--- config.mk ---
export PLATFORM = sky130hd
export DESIGN_NAME = id_ex_stage_flat
export DESIGN_NICKNAME = d
export VERILOG_FILES = /design/src/rtl/cpu_pkg.sv /design/src/rtl/id_ex_stage_if.sv /design/src/rtl/id_ex_stage_fwd_sel.sv /design/src/rtl/id_ex_stage.sv /design/src/flat_wrapper.sv
export SDC_FILE = /design/constraint.sdc
export NUM_CORES = 1
export LEC_CHECK = 0
export CORE_AREA = 2 2 173 175
export DETAILED_ROUTE_END_ITERATION = 16
export DIE_AREA = 0 0 175 177
export DONT_BUFFER_PORTS = 1
export SYNTH_ARGS = -nofsm -noshare
export SYNTH_HDL_FRONTEND = slang
export SYNTH_SLANG_ARGS = --single-unit
--- constraint.sdc ---
create_clock -name clk -period 3.1 [get_ports clk]
set_clock_uncertainty 0.15 [all_clocks]
set_input_delay 0.155 -clock clk [delete_from_list [all_inputs] [get_ports clk]]
set_output_delay 0.155 -clock clk [all_outputs]
set_load 0.005 [all_outputs]
--- src/rtl/cpu_pkg.sv ---
// Shared pipeline definitions: datapath widths, ALU/writeback encodings and
// the decoded control bundle carried from ID into EX.
package cpu_pkg;

  localparam int DATA_W  = 32;
  localparam int RA_W    = 5;
  localparam int ALUOP_W = 6;
  localparam int CNT_W   = 16;

  localparam logic [ALUOP_W-1:0] ALU_ADD = 6'd0;
  localparam logic [ALUOP_W-1:0] ALU_SUB = 6'd1;
  localparam logic [ALUOP_W-1:0] ALU_AND = 6'd2;
  localparam logic [ALUOP_W-1:0] ALU_OR  = 6'd3;
  localparam logic [ALUOP_W-1:0] ALU_XOR = 6'd4;
  localparam logic [ALUOP_W-1:0] ALU_SLT = 6'd5;
  localparam logic [ALUOP_W-1:0] ALU_SLL = 6'd6;
  localparam logic [ALUOP_W-1:0] ALU_SRL = 6'd7;

  localparam logic [1:0] WB_SEL_ALU = 2'd0;
  localparam logic [1:0] WB_SEL_MEM = 2'd1;
  localparam logic [1:0] WB_SEL_PC4 = 2'd2;

  typedef struct packed {
    logic               regwr;
    logic               memrd;
    logic               memwr;
    logic               alusrc;
    logic [1:0]         memtoreg;
    logic [ALUOP_W-1:0] aluop;
  } id_ctrl_t;

endpackage

--- src/rtl/id_ex_stage_if.sv ---
// Signal bundle between the decoder/bypass network and the ID/EX boundary.
// The master drives decode, bypass and control inputs; the slave is the stage.
interface id_ex_stage_if;
  import cpu_pkg::*;

  logic               id_valid;
  logic [DATA_W-1:0]  id_pc;
  logic [DATA_W-1:0]  id_imm;
  logic [RA_W-1:0]    id_rs;
  logic [RA_W-1:0]    id_rt;
  logic [RA_W-1:0]    id_rd;
  logic               id_use_rs;
  logic               id_use_rt;
  logic               id_regwr;
  logic               id_memrd;
  logic               id_memwr;
  logic               id_alusrc;
  logic [1:0]         id_memtoreg;
  logic [ALUOP_W-1:0] id_aluop;
  logic [DATA_W-1:0]  rf_rdata_a;
  logic [DATA_W-1:0]  rf_rdata_b;
  logic               ex_fw_regwr;
  logic               ex_fw_memrd;
  logic [RA_W-1:0]    ex_fw_addr;
  logic [DATA_W-1:0]  ex_fw_data;
  logic               mem_fw_regwr;
  logic [RA_W-1:0]    mem_fw_addr;
  logic [DATA_W-1:0]  mem_fw_data;
  logic               wb_fw_regwr;
  logic [RA_W-1:0]    wb_fw_addr;
  logic [DATA_W-1:0]  wb_fw_data;
  logic               flush;
  logic               ex_hold;

  logic               id_ready;
  logic               ex_valid;
  logic               ex_regwr;
  logic               ex_memrd;
  logic               ex_memwr;
  logic               ex_alusrc;
  logic [1:0]         ex_memtoreg;
  logic [ALUOP_W-1:0] ex_aluop;
  logic [DATA_W-1:0]  ex_pc;
  logic [DATA_W-1:0]  ex_opa;
  logic [DATA_W-1:0]  ex_opb;
  logic [DATA_W-1:0]  ex_imm;
  logic [RA_W-1:0]    ex_rd;
  logic [CNT_W-1:0]   stall_cnt;

  modport master (
    output id_valid, id_pc, id_imm, id_rs, id_rt, id_rd, id_use_rs, id_use_rt,
           id_regwr, id_memrd, id_memwr, id_alusrc, id_memtoreg, id_aluop,
           rf_rdata_a, rf_rdata_b, ex_fw_regwr, ex_fw_memrd, ex_fw_addr,
           ex_fw_data, mem_fw_regwr, mem_fw_addr, mem_fw_data, wb_fw_regwr,
           wb_fw_addr, wb_fw_data, flush, ex_hold,
    input  id_ready, ex_valid, ex_regwr, ex_memrd, ex_memwr, ex_alusrc,
           ex_memtoreg, ex_aluop, ex_pc, ex_opa, ex_opb, ex_imm, ex_rd, stall_cnt
  );

  modport slave (
    input  id_valid, id_pc, id_imm, id_rs, id_rt, id_rd, id_use_rs, id_use_rt,
           id_regwr, id_memrd, id_memwr, id_alusrc, id_memtoreg, id_aluop,
           rf_rdata_a, rf_rdata_b, ex_fw_regwr, ex_fw_memrd, ex_fw_addr,
           ex_fw_data, mem_fw_regwr, mem_fw_addr, mem_fw_data, wb_fw_regwr,
           wb_fw_addr, wb_fw_data, flush, ex_hold,
    output id_ready, ex_valid, ex_regwr, ex_memrd, ex_memwr, ex_alusrc,
           ex_memtoreg, ex_aluop, ex_pc, ex_opa, ex_opb, ex_imm, ex_rd, stall_cnt
  );
endinterface

--- src/rtl/id_ex_stage_fwd_sel.sv ---
// Operand bypass mux: EX > MEM > WB > register file, r0 reads as zero and an
// in-flight load in EX is never a bypass source.
module fwd_sel
  import cpu_pkg::*;
(
  input  logic [RA_W-1:0]   i_addr,
  input  logic [DATA_W-1:0] i_rf_data,
  input  logic              i_ex_regwr,
  input  logic              i_ex_memrd,
  input  logic [RA_W-1:0]   i_ex_addr,
  input  logic [DATA_W-1:0] i_ex_data,
  input  logic              i_mem_regwr,
  input  logic [RA_W-1:0]   i_mem_addr,
  input  logic [DATA_W-1:0] i_mem_data,
  input  logic              i_wb_regwr,
  input  logic [RA_W-1:0]   i_wb_addr,
  input  logic [DATA_W-1:0] i_wb_data,
  output logic [DATA_W-1:0] o_data
);

  always_comb begin
    o_data = i_rf_data;
    if (i_addr == '0)
      o_data = '0;
    else if (i_ex_regwr && !i_ex_memrd && (i_ex_addr == i_addr))
      o_data = i_ex_data;
    else if (i_mem_regwr && (i_mem_addr == i_addr))
      o_data = i_mem_data;
    else if (i_wb_regwr && (i_wb_addr == i_addr))
      o_data = i_wb_data;
  end

endmodule

--- src/rtl/id_ex_stage.sv ---
// ID/EX boundary: operand bypass, load-use hazard detection, the ID/EX
// pipeline register and a saturating load-use stall counter.
module id_ex_stage
  import cpu_pkg::*;
(
  input  logic         clk,
  input  logic         reset,
  id_ex_stage_if.slave bus
);

  logic [DATA_W-1:0] w_opa;
  logic [DATA_W-1:0] w_opb;
  logic              w_lu;
  logic              w_bubble;
  id_ctrl_t          w_id_ctrl;

  logic              r_valid;
  id_ctrl_t          r_ctrl;
  logic [DATA_W-1:0] r_pc;
  logic [DATA_W-1:0] r_opa;
  logic [DATA_W-1:0] r_opb;
  logic [DATA_W-1:0] r_imm;
  logic [RA_W-1:0]   r_rd;
  logic [CNT_W-1:0]  r_stall_cnt;

  fwd_sel u_fwd_a (
    .i_addr(bus.id_rs), .i_rf_data(bus.rf_rdata_a),
    .i_ex_regwr(bus.ex_fw_regwr), .i_ex_memrd(bus.ex_fw_memrd),
    .i_ex_addr(bus.ex_fw_addr), .i_ex_data(bus.ex_fw_data),
    .i_mem_regwr(bus.mem_fw_regwr), .i_mem_addr(bus.mem_fw_addr),
    .i_mem_data(bus.mem_fw_data), .i_wb_regwr(bus.wb_fw_regwr),
    .i_wb_addr(bus.wb_fw_addr), .i_wb_data(bus.wb_fw_data), .o_data(w_opa)
  );

  fwd_sel u_fwd_b (
    .i_addr(bus.id_rt), .i_rf_data(bus.rf_rdata_b),
    .i_ex_regwr(bus.ex_fw_regwr), .i_ex_memrd(bus.ex_fw_memrd),
    .i_ex_addr(bus.ex_fw_addr), .i_ex_data(bus.ex_fw_data),
    .i_mem_regwr(bus.mem_fw_regwr), .i_mem_addr(bus.mem_fw_addr),
    .i_mem_data(bus.mem_fw_data), .i_wb_regwr(bus.wb_fw_regwr),
    .i_wb_addr(bus.wb_fw_addr), .i_wb_data(bus.wb_fw_data), .o_data(w_opb)
  );

  // A load in EX delivers its data only from MEM, so a consumer must wait one cycle.
  assign w_lu = bus.id_valid && bus.ex_fw_memrd && bus.ex_fw_regwr &&
                (bus.ex_fw_addr != '0) &&
                ((bus.id_use_rs && (bus.id_rs == bus.ex_fw_addr)) ||
                 (bus.id_use_rt && (bus.id_rt == bus.ex_fw_addr)));

  assign w_bubble = bus.flush || w_lu || !bus.id_valid;
  assign bus.id_ready = bus.id_valid && !w_lu && !bus.ex_hold && !bus.flush;

  assign w_id_ctrl = '{regwr: bus.id_regwr, memrd: bus.id_memrd,
                       memwr: bus.id_memwr, alusrc: bus.id_alusrc,
                       memtoreg: bus.id_memtoreg, aluop: bus.id_aluop};

  always_ff @(posedge clk or negedge reset) begin
    if (!reset) begin
      r_valid <= 1'b0;
      r_ctrl  <= '0;
      r_pc    <= '0;
      r_opa   <= '0;
      r_opb   <= '0;
      r_imm   <= '0;
      r_rd    <= '0;
    end else if (bus.ex_hold) begin
      r_valid <= r_valid;
    end else if (w_bubble) begin
      r_valid <= 1'b0;
      r_ctrl  <= '0;
      r_pc    <= '0;
      r_opa   <= '0;
      r_opb   <= '0;
      r_imm   <= '0;
      r_rd    <= '0;
    end else begin
      r_valid <= 1'b1;
      r_ctrl  <= w_id_ctrl;
      r_pc    <= bus.id_pc;
      r_opa   <= w_opa;
      r_opb   <= w_opb;
      r_imm   <= bus.id_imm;
      r_rd    <= bus.id_rd;
    end
  end

  // Only stalls that actually cost a cycle are counted; flush or hold already stall.
  always_ff @(posedge clk or negedge reset) begin
    if (!reset)
      r_stall_cnt <= '0;
    else if (w_lu && !bus.flush && !bus.ex_hold && (r_stall_cnt != '1))
      r_stall_cnt <= r_stall_cnt + 1'b1;
  end

  assign bus.ex_valid    = r_valid;
  assign bus.ex_regwr    = r_ctrl.regwr;
  assign bus.ex_memrd    = r_ctrl.memrd;
  assign bus.ex_memwr    = r_ctrl.memwr;
  assign bus.ex_alusrc   = r_ctrl.alusrc;
  assign bus.ex_memtoreg = r_ctrl.memtoreg;
  assign bus.ex_aluop    = r_ctrl.aluop;
  assign bus.ex_pc       = r_pc;
  assign bus.ex_opa      = r_opa;
  assign bus.ex_opb      = r_opb;
  assign bus.ex_imm      = r_imm;
  assign bus.ex_rd       = r_rd;
  assign bus.stall_cnt   = r_stall_cnt;

endmodule

--- src/flat_wrapper.sv ---
// flat-port wrapper written by rule: the top's interface ports become plain ports
module id_ex_stage_flat import cpu_pkg::*;
  (clk, reset, bus_id_valid, bus_id_pc, bus_id_imm, bus_id_rs, bus_id_rt, bus_id_rd, bus_id_use_rs, bus_id_use_rt, bus_id_regwr, bus_id_memrd, bus_id_memwr, bus_id_alusrc, bus_id_memtoreg, bus_id_aluop, bus_rf_rdata_a, bus_rf_rdata_b, bus_ex_fw_regwr, bus_ex_fw_memrd, bus_ex_fw_addr, bus_ex_fw_data, bus_mem_fw_regwr, bus_mem_fw_addr, bus_mem_fw_data, bus_wb_fw_regwr, bus_wb_fw_addr, bus_wb_fw_data, bus_flush, bus_ex_hold, bus_id_ready, bus_ex_valid, bus_ex_regwr, bus_ex_memrd, bus_ex_memwr, bus_ex_alusrc, bus_ex_memtoreg, bus_ex_aluop, bus_ex_pc, bus_ex_opa, bus_ex_opb, bus_ex_imm, bus_ex_rd, bus_stall_cnt);
  id_ex_stage_if bus_i ();
  input  logic clk;
  input  logic reset;
  input wire logic [$bits(bus_i.id_valid)-1:0] bus_id_valid;
  input wire logic [$bits(bus_i.id_pc)-1:0] bus_id_pc;
  input wire logic [$bits(bus_i.id_imm)-1:0] bus_id_imm;
  input wire logic [$bits(bus_i.id_rs)-1:0] bus_id_rs;
  input wire logic [$bits(bus_i.id_rt)-1:0] bus_id_rt;
  input wire logic [$bits(bus_i.id_rd)-1:0] bus_id_rd;
  input wire logic [$bits(bus_i.id_use_rs)-1:0] bus_id_use_rs;
  input wire logic [$bits(bus_i.id_use_rt)-1:0] bus_id_use_rt;
  input wire logic [$bits(bus_i.id_regwr)-1:0] bus_id_regwr;
  input wire logic [$bits(bus_i.id_memrd)-1:0] bus_id_memrd;
  input wire logic [$bits(bus_i.id_memwr)-1:0] bus_id_memwr;
  input wire logic [$bits(bus_i.id_alusrc)-1:0] bus_id_alusrc;
  input wire logic [$bits(bus_i.id_memtoreg)-1:0] bus_id_memtoreg;
  input wire logic [$bits(bus_i.id_aluop)-1:0] bus_id_aluop;
  input wire logic [$bits(bus_i.rf_rdata_a)-1:0] bus_rf_rdata_a;
  input wire logic [$bits(bus_i.rf_rdata_b)-1:0] bus_rf_rdata_b;
  input wire logic [$bits(bus_i.ex_fw_regwr)-1:0] bus_ex_fw_regwr;
  input wire logic [$bits(bus_i.ex_fw_memrd)-1:0] bus_ex_fw_memrd;
  input wire logic [$bits(bus_i.ex_fw_addr)-1:0] bus_ex_fw_addr;
  input wire logic [$bits(bus_i.ex_fw_data)-1:0] bus_ex_fw_data;
  input wire logic [$bits(bus_i.mem_fw_regwr)-1:0] bus_mem_fw_regwr;
  input wire logic [$bits(bus_i.mem_fw_addr)-1:0] bus_mem_fw_addr;
  input wire logic [$bits(bus_i.mem_fw_data)-1:0] bus_mem_fw_data;
  input wire logic [$bits(bus_i.wb_fw_regwr)-1:0] bus_wb_fw_regwr;
  input wire logic [$bits(bus_i.wb_fw_addr)-1:0] bus_wb_fw_addr;
  input wire logic [$bits(bus_i.wb_fw_data)-1:0] bus_wb_fw_data;
  input wire logic [$bits(bus_i.flush)-1:0] bus_flush;
  input wire logic [$bits(bus_i.ex_hold)-1:0] bus_ex_hold;
  output wire logic [$bits(bus_i.id_ready)-1:0] bus_id_ready;
  output wire logic [$bits(bus_i.ex_valid)-1:0] bus_ex_valid;
  output wire logic [$bits(bus_i.ex_regwr)-1:0] bus_ex_regwr;
  output wire logic [$bits(bus_i.ex_memrd)-1:0] bus_ex_memrd;
  output wire logic [$bits(bus_i.ex_memwr)-1:0] bus_ex_memwr;
  output wire logic [$bits(bus_i.ex_alusrc)-1:0] bus_ex_alusrc;
  output wire logic [$bits(bus_i.ex_memtoreg)-1:0] bus_ex_memtoreg;
  output wire logic [$bits(bus_i.ex_aluop)-1:0] bus_ex_aluop;
  output wire logic [$bits(bus_i.ex_pc)-1:0] bus_ex_pc;
  output wire logic [$bits(bus_i.ex_opa)-1:0] bus_ex_opa;
  output wire logic [$bits(bus_i.ex_opb)-1:0] bus_ex_opb;
  output wire logic [$bits(bus_i.ex_imm)-1:0] bus_ex_imm;
  output wire logic [$bits(bus_i.ex_rd)-1:0] bus_ex_rd;
  output wire logic [$bits(bus_i.stall_cnt)-1:0] bus_stall_cnt;
  assign bus_i.id_valid = bus_id_valid;
  assign bus_i.id_pc = bus_id_pc;
  assign bus_i.id_imm = bus_id_imm;
  assign bus_i.id_rs = bus_id_rs;
  assign bus_i.id_rt = bus_id_rt;
  assign bus_i.id_rd = bus_id_rd;
  assign bus_i.id_use_rs = bus_id_use_rs;
  assign bus_i.id_use_rt = bus_id_use_rt;
  assign bus_i.id_regwr = bus_id_regwr;
  assign bus_i.id_memrd = bus_id_memrd;
  assign bus_i.id_memwr = bus_id_memwr;
  assign bus_i.id_alusrc = bus_id_alusrc;
  assign bus_i.id_memtoreg = bus_id_memtoreg;
  assign bus_i.id_aluop = bus_id_aluop;
  assign bus_i.rf_rdata_a = bus_rf_rdata_a;
  assign bus_i.rf_rdata_b = bus_rf_rdata_b;
  assign bus_i.ex_fw_regwr = bus_ex_fw_regwr;
  assign bus_i.ex_fw_memrd = bus_ex_fw_memrd;
  assign bus_i.ex_fw_addr = bus_ex_fw_addr;
  assign bus_i.ex_fw_data = bus_ex_fw_data;
  assign bus_i.mem_fw_regwr = bus_mem_fw_regwr;
  assign bus_i.mem_fw_addr = bus_mem_fw_addr;
  assign bus_i.mem_fw_data = bus_mem_fw_data;
  assign bus_i.wb_fw_regwr = bus_wb_fw_regwr;
  assign bus_i.wb_fw_addr = bus_wb_fw_addr;
  assign bus_i.wb_fw_data = bus_wb_fw_data;
  assign bus_i.flush = bus_flush;
  assign bus_i.ex_hold = bus_ex_hold;
  assign bus_id_ready = bus_i.id_ready;
  assign bus_ex_valid = bus_i.ex_valid;
  assign bus_ex_regwr = bus_i.ex_regwr;
  assign bus_ex_memrd = bus_i.ex_memrd;
  assign bus_ex_memwr = bus_i.ex_memwr;
  assign bus_ex_alusrc = bus_i.ex_alusrc;
  assign bus_ex_memtoreg = bus_i.ex_memtoreg;
  assign bus_ex_aluop = bus_i.ex_aluop;
  assign bus_ex_pc = bus_i.ex_pc;
  assign bus_ex_opa = bus_i.ex_opa;
  assign bus_ex_opb = bus_i.ex_opb;
  assign bus_ex_imm = bus_i.ex_imm;
  assign bus_ex_rd = bus_i.ex_rd;
  assign bus_stall_cnt = bus_i.stall_cnt;
  id_ex_stage u_core (.clk(clk), .reset(reset), .bus(bus_i));
endmodule
==> results <==
- The number of different library cells in the post-synthesis netlist is 36.
- The number of antenna violations at the first check in global routing is 8.
- Global routing consumed, on the met2 layer, 37.0% of the routing resources.
- The root cell of the clock tree is sky130_fd_sc_hd__clkbuf_16.
- Derived from the worst setup path, the maximum achievable clock frequency is 0.390 GHz.
- Summed over all layers, the routed wires come to 36.8 mm.
- The arrival time reported for the critical path endpoint is 2.78 ns.
- Global routing finished with a remaining overflow of 0.
- The detailed-route via count is 8500.
- Leaving out filler cells and counting taps, the final layout contains 1474.
- Measured along the y axis, the die boundary spans 177 um.
- In this run the critical register-to-register path is launched from u_core.bus.stall_cnt[0]$_DFFE_PN0P_.
- After clock tree synthesis, the clock-pin slew on the worst setup and hold paths is 0.07 ns.
- The largest net degree at the start of global routing is 163.
- The site row count is 63.
- The number of nets in the synthesized netlist is 1178.
- Before antenna repair, the detailed router went through 5 iterations.
- The number of warning messages in the yosys log is 0.
- At the pin with the least slew margin, the transition time is 1.08 ns.
- Setup violations remaining at the end of the flow were counted as 0.
- The net total in the final layout is 1346.
- The max-cap violation count is 0.
- The worst min-delay path class is primary input to async pin.
- The source-to-sink clock delay at the later pin of the worst-skew pair is 0.43 ns.
- The sequential share of the synthesized area is 48.0%.
- From left edge to right edge, the die measures 175 um.
- The via count of the first global-routing pass is 8503.
- The maximum level of the CTS H-tree is 4.
- After synthesis, the mean cell area works out to 9.39 um2.
- The number of DRC markers in iteration 0 is 671.
- The setup path with the least slack is of type primary input to flop.
- The final weighted congestion in routability-driven placement is 0.906.
- The summed area of non-filler cells in the final layout is 0.0115 mm2.
- The average vias per placed instance is 5.77.
- The synthesized netlist cell count is 900.
- The core box area is 0.0292 mm2.
- Input and output buffers added on the ports amount to 0.
- After detailed routing, the number of remaining DRC violations is 0.
- The number of post-CTS setup repair buffers is 0.
- Setup repair after global routing left no endpoint under its margin.
- The met3 demand-to-capacity share in global routing is 8.08%.
- The average wire per cell in the routed design is 24.9 um.
- The number of pins exceeding their max-slew limit in the final report is 0.
- The number of sinks on the clock net is 162.
- Counting tap cells, the placed design contains a total of 1232 instances.
- The maximum net fanout on the critical path is 83.
- Summed over all failing endpoints, the final setup total negative slack is 0 ns.
- Across all hold checks on the routed design, the worst slack comes to -0.727 ns.
- The run finished, with violations left.
- The number of nets with antenna violations after detailed routing is 0.
- TritonCTS built the clock tree.
- From synthesis to final layout, the design area changed by 36.5%.
- The maximum number of buffers from clock root to sink is 2.
- The most heavily used metal layer in global routing is met2.
- The fraction of registers with async set/reset is 100%.
- The met1 track demand over resource is 27.5%.
- The power per cell area is 452 mW/mm2.
- The effective utilization at floorplan is 28.9%.
- For the worst setup path, the data required time is 3.31 ns.
- The die covers 0.0310 mm2.
- The setup slack of the most critical reg-to-reg path is 1.03 ns.
- In the synthesized netlist the dominant register cell turns out to be sky130_fd_sc_hd__dfrtp_1.
- The cell area after synthesis is 0.00845 mm2.
- The count of cells along the worst register-to-register path is 5.
- The number of gates resized after CTS is 0.
- The share of cells above drive strength 1 is 7.22%.
- In this run the count of I/O pins placed on the die edge is 440.
- The count of endpoints failing hold in the final timing report is 162.
- Subtracting the final worst setup slack from the clock period gives 2.57 ns.
- The worst setup path is captured at a flop.
- The worst voltage drop across the vdd grid is 0.000322 V.
- The final reports fail on hold timing.
- The final worst-path cycle share is 82.8%.
- The element type at the critical path start is a primary input.
- The number of enable flip-flop cells after synthesis is 0.
- Detailed placement ended at an HPWL of 24.5 mm.
- The number of clock buffers inserted by TritonCTS is 17.
- The standard cell area after detailed placement is 0.00888 mm2.
- The number of hold buffers added after CTS was 207.
- The first global-routing pass estimated 53.2 mm of wire.
- The capture point of the worst reg-to-reg path is u_core.bus.stall_cnt[1]$_DFFE_PN0P_.
- The global-route usage over all layers is 22.7%.
- The analysis attributes to cell leakage a power of 4.72 nW.
- The worst pin sits at a relative slew slack of 27.4%.
- After synthesis the netlist holds a flip-flop and latch count of 162.
-- final cells by class --
class	count	area (um2)
repair buffers	233	2300
multi-input cells	651	4120
inverters	3	11.3
clock inverters	14	138
well taps	390	488
clock buffers	18	429
fillers	2865	17700
diodes	3	7.51
flip-flops and latches	162	4050
-- worst max-delay path by stage --
stage | cells past startpoint | endpoint | slack [ns] | start
after floorplan | 8 | u_core.bus.ex_opa[21]$_DFFE_PN0N_ | 1.15 | bus_id_rs[2]
after global placement | 8 | u_core.bus.ex_opa[30]$_DFFE_PN0N_ | 0.82 | bus_id_rs[2]
after detailed placement | 8 | u_core.bus.ex_opa[30]$_DFFE_PN0N_ | 0.84 | bus_id_rs[2]
after CTS | 7 | u_core.bus.ex_imm[25]$_DFFE_PN0N_ | 0.62 | bus_flush
after global routing | 7 | u_core.bus.ex_rd[2]$_DFFE_PN0N_ | 0.39 | bus_flush
final | 7 | u_core.bus.ex_imm[31]$_DFFE_PN0N_ | 0.53 | bus_flush
-- critical path: stages --
cell and delay, ns:
sky130_fd_sc_hd__dlygate4sd3_1 0.54, sky130_fd_sc_hd__nor2_1 0.18, sky130_fd_sc_hd__nand2_1 0.12, sky130_fd_sc_hd__a21oi_4 0.20, sky130_fd_sc_hd__buf_4 0.71, sky130_fd_sc_hd__a22o_1 0.24
sky130_fd_sc_hd__dlygate4sd3_1 0.55
-- report_power, final --
part | internal (mW) | switching [mW] | leakage (nW)
clock network | 1.07 | 1.04 | 0.267
registers | 2.22 | 0.127 | 2.18
logic | 0.405 | 0.354 | 2.27
-- synth_stat cells (2+ instances only) --
master / instances / area share, %
sky130_fd_sc_hd__nand4_1: 6 / 0.44
sky130_fd_sc_hd__a22oi_1: 9 / 0.80
sky130_fd_sc_hd__a221oi_1: 16 / 1.7
sky130_fd_sc_hd__nor4_1: 2 / 0.15
sky130_fd_sc_hd__nand2_1: 98 / 4.4
sky130_fd_sc_hd__mux2_2: 3 / 0.40
sky130_fd_sc_hd__a221oi_2: 7 / 1.2
sky130_fd_sc_hd__and2_1: 33 / 2.4
sky130_fd_sc_hd__a22o_1: 81 / 8.4
sky130_fd_sc_hd__xor2_1: 12 / 1.2
sky130_fd_sc_hd__or4_1: 3 / 0.27
sky130_fd_sc_hd__nand2b_1: 2 / 0.15
sky130_fd_sc_hd__or2_2: 2 / 0.15
sky130_fd_sc_hd__xnor2_1: 31 / 3.2
sky130_fd_sc_hd__nor3_1: 47 / 2.8
sky130_fd_sc_hd__o21ai_0: 81 / 4.8
sky130_fd_sc_hd__clkbuf_1: 74 / 3.3
sky130_fd_sc_hd__o31a_1: 23 / 2.4
sky130_fd_sc_hd__a311oi_1: 32 / 3.3
sky130_fd_sc_hd__dfrtp_1: 162 / 48
sky130_fd_sc_hd__a221o_1: 9 / 1.1
sky130_fd_sc_hd__nand3_1: 49 / 2.9
sky130_fd_sc_hd__buf_2: 9 / 0.53
sky130_fd_sc_hd__o21ai_1: 17 / 1.0
sky130_fd_sc_hd__nor2_1: 45 / 2.0
sky130_fd_sc_hd__inv_1: 3 / 0.13
sky130_fd_sc_hd__a21oi_1: 35 / 2.1
-- logic make-up (layout without fill, tap and decap cells) --
logic type	Yosys count	in the layout	share of synthesized area, %
other cells	0	3	0
buf+inv	87	268	4.09
mux	3	3	0.400
simple gates	292	292	16.1
fa+ha+maj	1	1	0.148
flops	162	162	48.0
xor+xnor	43	43	4.46
compound gates	312	312	26.9
-- through the flow --
stage	power [mW]	utilization (%)	setup WS [ns]
2_1_floorplan	2.71	-	1.15
4_1_cts	5.27	39.4	0.615
5_1_grt	5.45	39.4	0.388
6_report	5.22	39.5	0.534
3_5_place_dp	2.85	30.4	0.841
3_3_place_gp	2.84	30.4	0.820
-- layout by cell type, fill, tap and decap left out, types with 17 or more instances in the layout --
| master | count |
|---|---|
| sky130_fd_sc_hd__dlygate4sd3_1 | 206 |
| sky130_fd_sc_hd__dfrtp_1 | 162 |
| sky130_fd_sc_hd__nand2_1 | 98 |
| sky130_fd_sc_hd__a22o_1 | 81 |
| sky130_fd_sc_hd__o21ai_0 | 79 |
| sky130_fd_sc_hd__nand3_1 | 49 |
| sky130_fd_sc_hd__nor3_1 | 46 |
| sky130_fd_sc_hd__nor2_1 | 41 |
| sky130_fd_sc_hd__a21oi_1 | 34 |
| sky130_fd_sc_hd__and2_1 | 33 |
| sky130_fd_sc_hd__a311oi_1 | 32 |
| sky130_fd_sc_hd__xnor2_1 | 31 |
| sky130_fd_sc_hd__buf_4 | 25 |
| sky130_fd_sc_hd__o31a_1 | 23 |
| sky130_fd_sc_hd__o21ai_1 | 17 |
| sky130_fd_sc_hd__clkbuf_16 | 17 |
-- state kept, by name (all words and copies together) (netlist names), 2 cells and up --
register and cells:
u_core.bus.ex_opa 32, u_core.bus.ex_imm 32, u_core.bus.ex_rd 5, u_core.bus.ex_pc 32, u_core.bus.stall_cnt 16, u_core.bus.ex_memtoreg 2, u_core.bus.ex_aluop 6, u_core.bus.ex_opb 32
-- routing by layer --
layer	routed length (um)	share of wire, %
met2	17200	47
met1	14300	39
met3	4090	11
met5	75	0.20
met4	1090	3.0
Power figures use the tool's default switching activity.
